### src/rtl/lsu_pkg.sv
// Shared size codes, FSM states, RV32I load/store funct3 values and helpers for the LSU.
package lsu_pkg;

    localparam int XLEN_WIDTH = 32;
    localparam int REG_ADDR   = 5;

    typedef enum logic [1:0] {
        LSU_SIZE_B = 2'b00,
        LSU_SIZE_H = 2'b01,
        LSU_SIZE_W = 2'b10
    } lsu_size_e;

    typedef enum logic {
        ST_IDLE   = 1'b0,
        ST_SECOND = 1'b1
    } lsu_state_e;

    localparam logic [2:0] INST_FUNCT3_LB  = 3'b000;
    localparam logic [2:0] INST_FUNCT3_LH  = 3'b001;
    localparam logic [2:0] INST_FUNCT3_LW  = 3'b010;
    localparam logic [2:0] INST_FUNCT3_LBU = 3'b100;
    localparam logic [2:0] INST_FUNCT3_LHU = 3'b101;
    localparam logic [2:0] INST_FUNCT3_SB  = 3'b000;
    localparam logic [2:0] INST_FUNCT3_SH  = 3'b001;
    localparam logic [2:0] INST_FUNCT3_SW  = 3'b010;

    // funct3[1:0] = 11 is treated as a word access
    function automatic lsu_size_e decode_size(input logic [2:0] funct3);
        case (funct3[1:0])
            2'b00:   return LSU_SIZE_B;
            2'b01:   return LSU_SIZE_H;
            default: return LSU_SIZE_W;
        endcase
    endfunction

    function automatic logic [3:0] size_mask(input logic [1:0] size);
        case (size)
            LSU_SIZE_B: return 4'b0001;
            LSU_SIZE_H: return 4'b0011;
            default:    return 4'b1111;
        endcase
    endfunction

    // Only accesses that spill past lane 3 need a second word
    function automatic logic is_misaligned(input logic [1:0] size, input logic [1:0] offset);
        return ((size == LSU_SIZE_H) && (offset == 2'd3)) ||
               ((size == LSU_SIZE_W) && (offset != 2'd0));
    endfunction

endpackage

### src/rtl/lsu_align.sv
// Lane alignment: store strobes/data split over a lower and upper word, and load
// byte extraction from a {upper, lower} word pair with sign/zero extension.
module lsu_align
    import lsu_pkg::*;
(
    input  logic [1:0]  st_off,
    input  logic [1:0]  st_size,
    input  logic [31:0] st_data,
    output logic [3:0]  we_lo,
    output logic [3:0]  we_hi,
    output logic [31:0] wdata_lo,
    output logic [31:0] wdata_hi,
    input  logic [1:0]  ld_off,
    input  logic [1:0]  ld_size,
    input  logic        ld_unsigned,
    input  logic [31:0] ld_lo,
    input  logic [31:0] ld_hi,
    output logic [31:0] ld_data
);

    logic [7:0]  mask8;
    logic [63:0] st_wide;
    logic [63:0] ld_wide;
    logic [31:0] ld_raw;

    // Shift mask and data across an 8-lane window; the top four lanes belong to the upper word
    always_comb begin
        mask8    = {4'b0000, size_mask(st_size)} << st_off;
        st_wide  = {32'h0, st_data} << {st_off, 3'b000};
        we_lo    = mask8[3:0];
        we_hi    = mask8[7:4];
        wdata_lo = st_wide[31:0];
        wdata_hi = st_wide[63:32];
    end

    // Bring the addressed byte to lane 0, then extend to the access size
    always_comb begin
        ld_wide = {ld_hi, ld_lo} >> {ld_off, 3'b000};
        ld_raw  = ld_wide[31:0];
        case (ld_size)
            LSU_SIZE_B: ld_data = {{24{~ld_unsigned & ld_raw[7]}},  ld_raw[7:0]};
            LSU_SIZE_H: ld_data = {{16{~ld_unsigned & ld_raw[15]}}, ld_raw[15:0]};
            default:    ld_data = ld_raw;
        endcase
    end

endmodule

### src/rtl/lsu.sv
// Load/store unit: byte/half/word requests to a word-wide synchronous SRAM,
// splitting misaligned accesses into two consecutive word accesses.
module lsu
    import lsu_pkg::*;
#(
    parameter int XLEN   = XLEN_WIDTH,
    parameter int REG_AW = REG_ADDR
) (
    input  logic              clk,
    input  logic              rst_n,
    input  logic              req_read_en,
    input  logic              req_write_en,
    input  logic [XLEN-1:0]   req_addr,
    input  logic [XLEN-1:0]   req_write_data,
    input  logic [2:0]        req_funct3,
    input  logic [REG_AW-1:0] req_rd,
    output logic              stall,
    output logic              mem_en,
    output logic [3:0]        mem_we,
    output logic [XLEN-1:0]   mem_addr,
    output logic [XLEN-1:0]   mem_wdata,
    input  logic [XLEN-1:0]   mem_rdata,
    output logic              load_valid,
    output logic [REG_AW-1:0] load_rd,
    output logic [XLEN-1:0]   load_data
);

    lsu_state_e        state;
    logic [XLEN-1:0]   lat_addr;
    logic [XLEN-1:0]   lat_data;
    logic [2:0]        lat_funct3;
    logic [REG_AW-1:0] lat_rd;
    logic              lat_load;

    logic [1:0]        resp_off;
    logic [1:0]        resp_size;
    logic              resp_unsigned;
    logic              resp_split;
    logic [XLEN-1:0]   lo_word;

    logic              in_second;
    logic              req_any;
    logic [1:0]        req_size;
    logic              req_mis;
    logic [1:0]        st_off;
    logic [1:0]        st_size;
    logic [XLEN-1:0]   st_data;
    logic [3:0]        we_lo;
    logic [3:0]        we_hi;
    logic [XLEN-1:0]   wdata_lo;
    logic [XLEN-1:0]   wdata_hi;
    logic [XLEN-1:0]   ld_lo;
    logic [XLEN-1:0]   ld_ext;

    // Request decode and alignment-input selection (live request in IDLE, latches in SECOND)
    always_comb begin
        in_second = (state == ST_SECOND);
        req_any   = req_read_en | req_write_en;
        req_size  = decode_size(req_funct3);
        req_mis   = is_misaligned(req_size, req_addr[1:0]);
        st_off    = in_second ? lat_addr[1:0] : req_addr[1:0];
        st_size   = in_second ? decode_size(lat_funct3) : req_size;
        st_data   = in_second ? lat_data : req_write_data;
        ld_lo     = resp_split ? lo_word : mem_rdata;
    end

    lsu_align u_align (
        .st_off      (st_off),
        .st_size     (st_size),
        .st_data     (st_data),
        .we_lo       (we_lo),
        .we_hi       (we_hi),
        .wdata_lo    (wdata_lo),
        .wdata_hi    (wdata_hi),
        .ld_off      (resp_off),
        .ld_size     (resp_size),
        .ld_unsigned (resp_unsigned),
        .ld_lo       (ld_lo),
        .ld_hi       (mem_rdata),
        .ld_data     (ld_ext)
    );

    // SRAM port drive; held quiet while in reset so a pending upper half is dropped
    always_comb begin
        mem_en    = 1'b0;
        mem_we    = '0;
        mem_addr  = '0;
        mem_wdata = '0;
        stall     = rst_n & in_second;
        if (rst_n) begin
            if (in_second) begin
                mem_en   = 1'b1;
                mem_addr = {lat_addr[XLEN-1:2], 2'b00} + 32'd4;
                if (!lat_load) begin
                    mem_we    = we_hi;
                    mem_wdata = wdata_hi;
                end
            end else if (req_any) begin
                mem_en   = 1'b1;
                mem_addr = {req_addr[XLEN-1:2], 2'b00};
                if (req_write_en) begin
                    mem_we    = we_lo;
                    mem_wdata = wdata_lo;
                end
            end
        end
    end

    // Load data arrives from the SRAM in the response cycle, so extension is combinational
    always_comb begin
        load_data = load_valid ? ld_ext : '0;
    end

    // FSM, split-request latches and registered load response
    always_ff @(posedge clk) begin
        if (!rst_n) begin
            state         <= ST_IDLE;
            lat_addr      <= '0;
            lat_data      <= '0;
            lat_funct3    <= '0;
            lat_rd        <= '0;
            lat_load      <= 1'b0;
            resp_off      <= '0;
            resp_size     <= '0;
            resp_unsigned <= 1'b0;
            resp_split    <= 1'b0;
            lo_word       <= '0;
            load_valid    <= 1'b0;
            load_rd       <= '0;
        end else begin
            load_valid <= 1'b0;
            case (state)
                ST_IDLE: begin
                    if (req_any) begin
                        if (req_mis) begin
                            state      <= ST_SECOND;
                            lat_addr   <= req_addr;
                            lat_data   <= req_write_data;
                            lat_funct3 <= req_funct3;
                            lat_rd     <= req_rd;
                            lat_load   <= ~req_write_en;
                        end else if (!req_write_en) begin
                            load_valid    <= 1'b1;
                            load_rd       <= req_rd;
                            resp_off      <= req_addr[1:0];
                            resp_size     <= req_size;
                            resp_unsigned <= req_funct3[2];
                            resp_split    <= 1'b0;
                        end
                    end
                end
                ST_SECOND: begin
                    state <= ST_IDLE;
                    if (lat_load) begin
                        load_valid    <= 1'b1;
                        load_rd       <= lat_rd;
                        resp_off      <= lat_addr[1:0];
                        resp_size     <= decode_size(lat_funct3);
                        resp_unsigned <= lat_funct3[2];
                        resp_split    <= 1'b1;
                        lo_word       <= mem_rdata;
                    end
                end
                default: state <= ST_IDLE;
            endcase
        end
    end

endmodule

### config.mk
export PLATFORM = sky130hd
export DESIGN_NAME = lsu
export DESIGN_NICKNAME = d
export VERILOG_FILES = /design/src/rtl/lsu_pkg.sv /design/src/rtl/lsu_align.sv /design/src/rtl/lsu.sv
export SDC_FILE = /design/constraint.sdc
export NUM_CORES = 1
export LEC_CHECK = 0
export BUFFER_PORTS_ARGS = -buffer_cell sky130_fd_sc_hd__buf_2
export CORE_ASPECT_RATIO = 0.75
export CORE_MARGIN = 3
export CORE_UTILIZATION = 59
export CTS_BUF_LIST = sky130_fd_sc_hd__clkbuf_16
export CTS_CLUSTER_SIZE = 12
export DETAILED_ROUTE_END_ITERATION = 16
export PLACE_DENSITY = 0.88
export SLEW_MARGIN = 20
export SYNTH_ARGS = -nofsm -noshare
export SYNTH_HDL_FRONTEND = slang
export SYNTH_HIERARCHICAL = 1
export SYNTH_SLANG_ARGS = --single-unit
### constraint.sdc
create_clock -name clk -period 4.92 [get_ports clk]
set_clock_uncertainty 0.15 [all_clocks]
set_input_delay 0.984 -clock clk [delete_from_list [all_inputs] [get_ports clk]]
set_output_delay 0.984 -clock clk [all_outputs]
set_load 0.005 [all_outputs]
==> results_dict.tcl <==
set metrics [dict create \
    outcome "complete, no violations" \
    io_pins 216 \
    cp-start-kind "flip-flop" \
    drive_above_1_share_pct 30.7 \
    syn2layout_area_growth_pct 18.2 \
    r2r_setup_slack_ns 2.03 \
    maxSlewHeadroom_pct 37.3 \
    maxSlewViolCount 0 \
    start_util_pct 61.2 \
    port_buffers 213 \
    end_kind "output pin" \
    wire_per_inst_um 17.7 \
    cellPowerDensity_nw_per_um2 287 \
    dp_hpwl_um 17300 \
    final.period_utilization_pct 83.5 \
    final_common_cell "nand2_1" \
    vias 8806 \
    power_mw 2.89 \
    syn_inst 1071 \
    antenna_found_initial 2 \
    async_flop_share_pct 0 \
    grtUsageMet2_pct 48.0 \
    finalWeightedCongestion 0.944 \
    use_met3_pct 9.23 \
    viasPerCell 6.16 \
    cts_tree "yes" \
    p_sw_mw 0.831 \
    drt-initial-drc-count 803 \
    cts_buffers 17 \
    clock.fmax_mhz 243 \
    finalHoldViolations 0 \
    ys_types 54 \
    grt_overflow 0 \
    ir_drop_uv 218 \
    core-area_um2 13900 \
    worst_skew_pair.late_latency_ns 0.42 \
    drt_wl_total_um 25300 \
    syn_area_um2 8520 \
    clock_sinks 118 \
    clockPowerShare_pct 42.2 \
    holdWs_ns 0.302 \
    fin_tns_setup_ns 0 \
    ctsHoldBuffers 0 \
    fp.dieH_um 110 \
    final_cell_mix "nand2_1 (251), buf_2 (213), dfxtp_1 (116)" \
    p_comb_share_pct 21.1 \
    cts_setup_buffers 0 \
    post-route-drc-count 0 \
    track_usage_pct 31.1 \
    power_switching_share_pct 28.7 \
    rsz0062_at_grt "no" \
    fp.dieArea_um2 15900 \
    worstHoldPathType "flip-flop to flip-flop" \
    top_usage_layer "met2" \
    die-width_um 145 \
    syn_area_per_cell_um2 7.96 \
    synth_ff_type "dfxtp_1" \
    grt_max_degree 75 \
    crit_type "flip-flop to output pin" \
    crit_required_ns 3.79 \
    grt_pass1_wl_um 39600 \
    cts-resized-gates 0 \
    ant_nets 0 \
    grt_pass1_vias 7846 \
    p_leak_nw 4.18 \
    ctsHtreeMaxLevel 4 \
    ys_ff_latch 118 \
    seq_power_share_pct 36.7 \
    ys_seq_area_share_pct 27.7 \
    max_cap_violations 0 \
    dr.pass1.iters 5 \
    fillers 1088 \
    intPower_mw 2.06 \
    synth_edf_count 0 \
    setup_viol 0 \
    yosys_warnings 6 \
    worstPathMaxFanout 16 \
    root_buffer "clkbuf_16" \
    clkTransAtPathRegs_ns 0.06 \
    met1_usage_pct 41.8 \
    worstMarginPinSlew_ns 0.939 \
    rows 37 \
    nets 1327 \
    cp.arrival_ns 2.97 \
    cts_max_path_buffers 2 \
    min_period_ns 4.11 \
]
==> area by class of cell <==
| cell class | instances | area (um2) | share of cell area, % |
|---|---|---|---|
| well taps | 195 | 244 | 2.42 |
| inverters | 7 | 27.5 | 0.273 |
| flip-flops and latches | 118 | 2360 | 23.5 |
| repair buffers | 227 | 1170 | 11.6 |
| diodes | 4 | 10.0 | 0.0994 |
| clock buffers | 17 | 425 | 4.22 |
| multi-input cells | 847 | 5680 | 56.4 |
| clock inverters | 14 | 146 | 1.45 |
==> cell usage after synthesis, types with 2 or more instances <==
cell type	n	area share, %
nand2_1	252	11
dfxtp_1	118	28
a21oi_1	106	6.2
mux2_2	75	9.9
clkbuf_1	74	3.3
a22o_1	56	5.8
and2_1	45	3.3
nor2_1	43	1.9
o21ai_0	38	2.2
mux4_2	33	8.7
mux2i_1	30	3.5
nand3_1	25	1.5
buf_4	14	1.2
nor3_1	14	0.82
and3_1	12	0.88
nor2b_1	12	0.88
buf_2	11	0.65
or4_1	10	0.88
o211ai_1	9	0.79
o21ai_1	9	0.53
xnor2_1	9	0.92
a211oi_1	7	0.62
inv_1	7	0.31
nand4_1	7	0.51
a221o_1	6	0.70
a22oi_1	4	0.35
buf_6	4	0.53
o311a_1	4	0.47
buf_1	3	0.13
nor4_1	3	0.22
o21a_1	3	0.26
a21o_1	2	0.18
and4_1	2	0.21
clkbuf_2	2	0.12
conb_1	2	0.088
nand2b_1	2	0.15
==> worst max-delay path: stages, from the launching register on <==
cell and delay (ns):
dfxtp_1 0.66, mux2_2 0.46, mux4_1 0.55, mux2i_4 0.45
o21ai_0 0.14, and2_1 0.18, buf_2 0.12
==> stage by stage <==
| stage | instances | cell area [um2] | util, % | worst slack, ns |
|---|---|---|---|---|
| after floorplan | 1080 | 8560 | - | 1.40 |
| after global placement | 1394 | 9490 | 68.1 | 0.977 |
| after detailed placement | 1394 | 9490 | 68.1 | 0.921 |
| after CTS | 1425 | 10100 | 72.2 | 0.812 |
| after global routing | 1426 | 10100 | 72.2 | 0.629 |
| final | 1429 | 10100 | 72.3 | 0.811 |
==> kinds of logic (layout without fill, tap and decap cells) <==
family          count (synthesis)  count (layout)  share of synthesized area [%]
compound gates                253             253                           19.1
xor+xnor                       10              10                           1.03
fa+ha+maj                       1               1                          0.147
buf+inv                       115             265                           6.22
flops                         118             118                           27.7
mux                           140             140                           22.7
other cells                     2              15                         0.0881
simple gates                  432             432                           23.0
==> power groups by stage <==
stage          combinational [mW]  clock [mW]  sequential [mW]
2_1_floorplan               0.430           0             1.05
3_3_place_gp                0.580           0             1.07
3_5_place_dp                0.596           0             1.08
4_1_cts                     0.602        1.24             1.06
5_1_grt                     0.668        1.28             1.07
6_report                    0.610        1.22             1.06
==> metal layers <==
metal	up-vias	part of all wire [%]
li1	4101	-
met1	4170	42
met2	480	45
met3	53	11
met4	2	2.2
met5	-	0.039
==> final timing paths <==
kind                            cells past startpoint            end          from
worst min register to register                      2   lat_data[12]  lat_data[12]
worst max register to register                      4    lat_addr[5]     in_second
worst min-delay path                                2   lat_data[12]  lat_data[12]
worst max-delay path                                6  load_data[29]    resp_split
==> registers in the layout, summed over array words and instances (netlist names) <==
name           flops
lat_addr          32
lat_data          32
lo_word           32
lat_rd             5
load_rd            5
lat_funct3         3
resp_off           2
resp_size          2
in_second          1
lat_load           1
load_valid         1
resp_split         1
resp_unsigned      1
(Power assumes the default switching activity.)
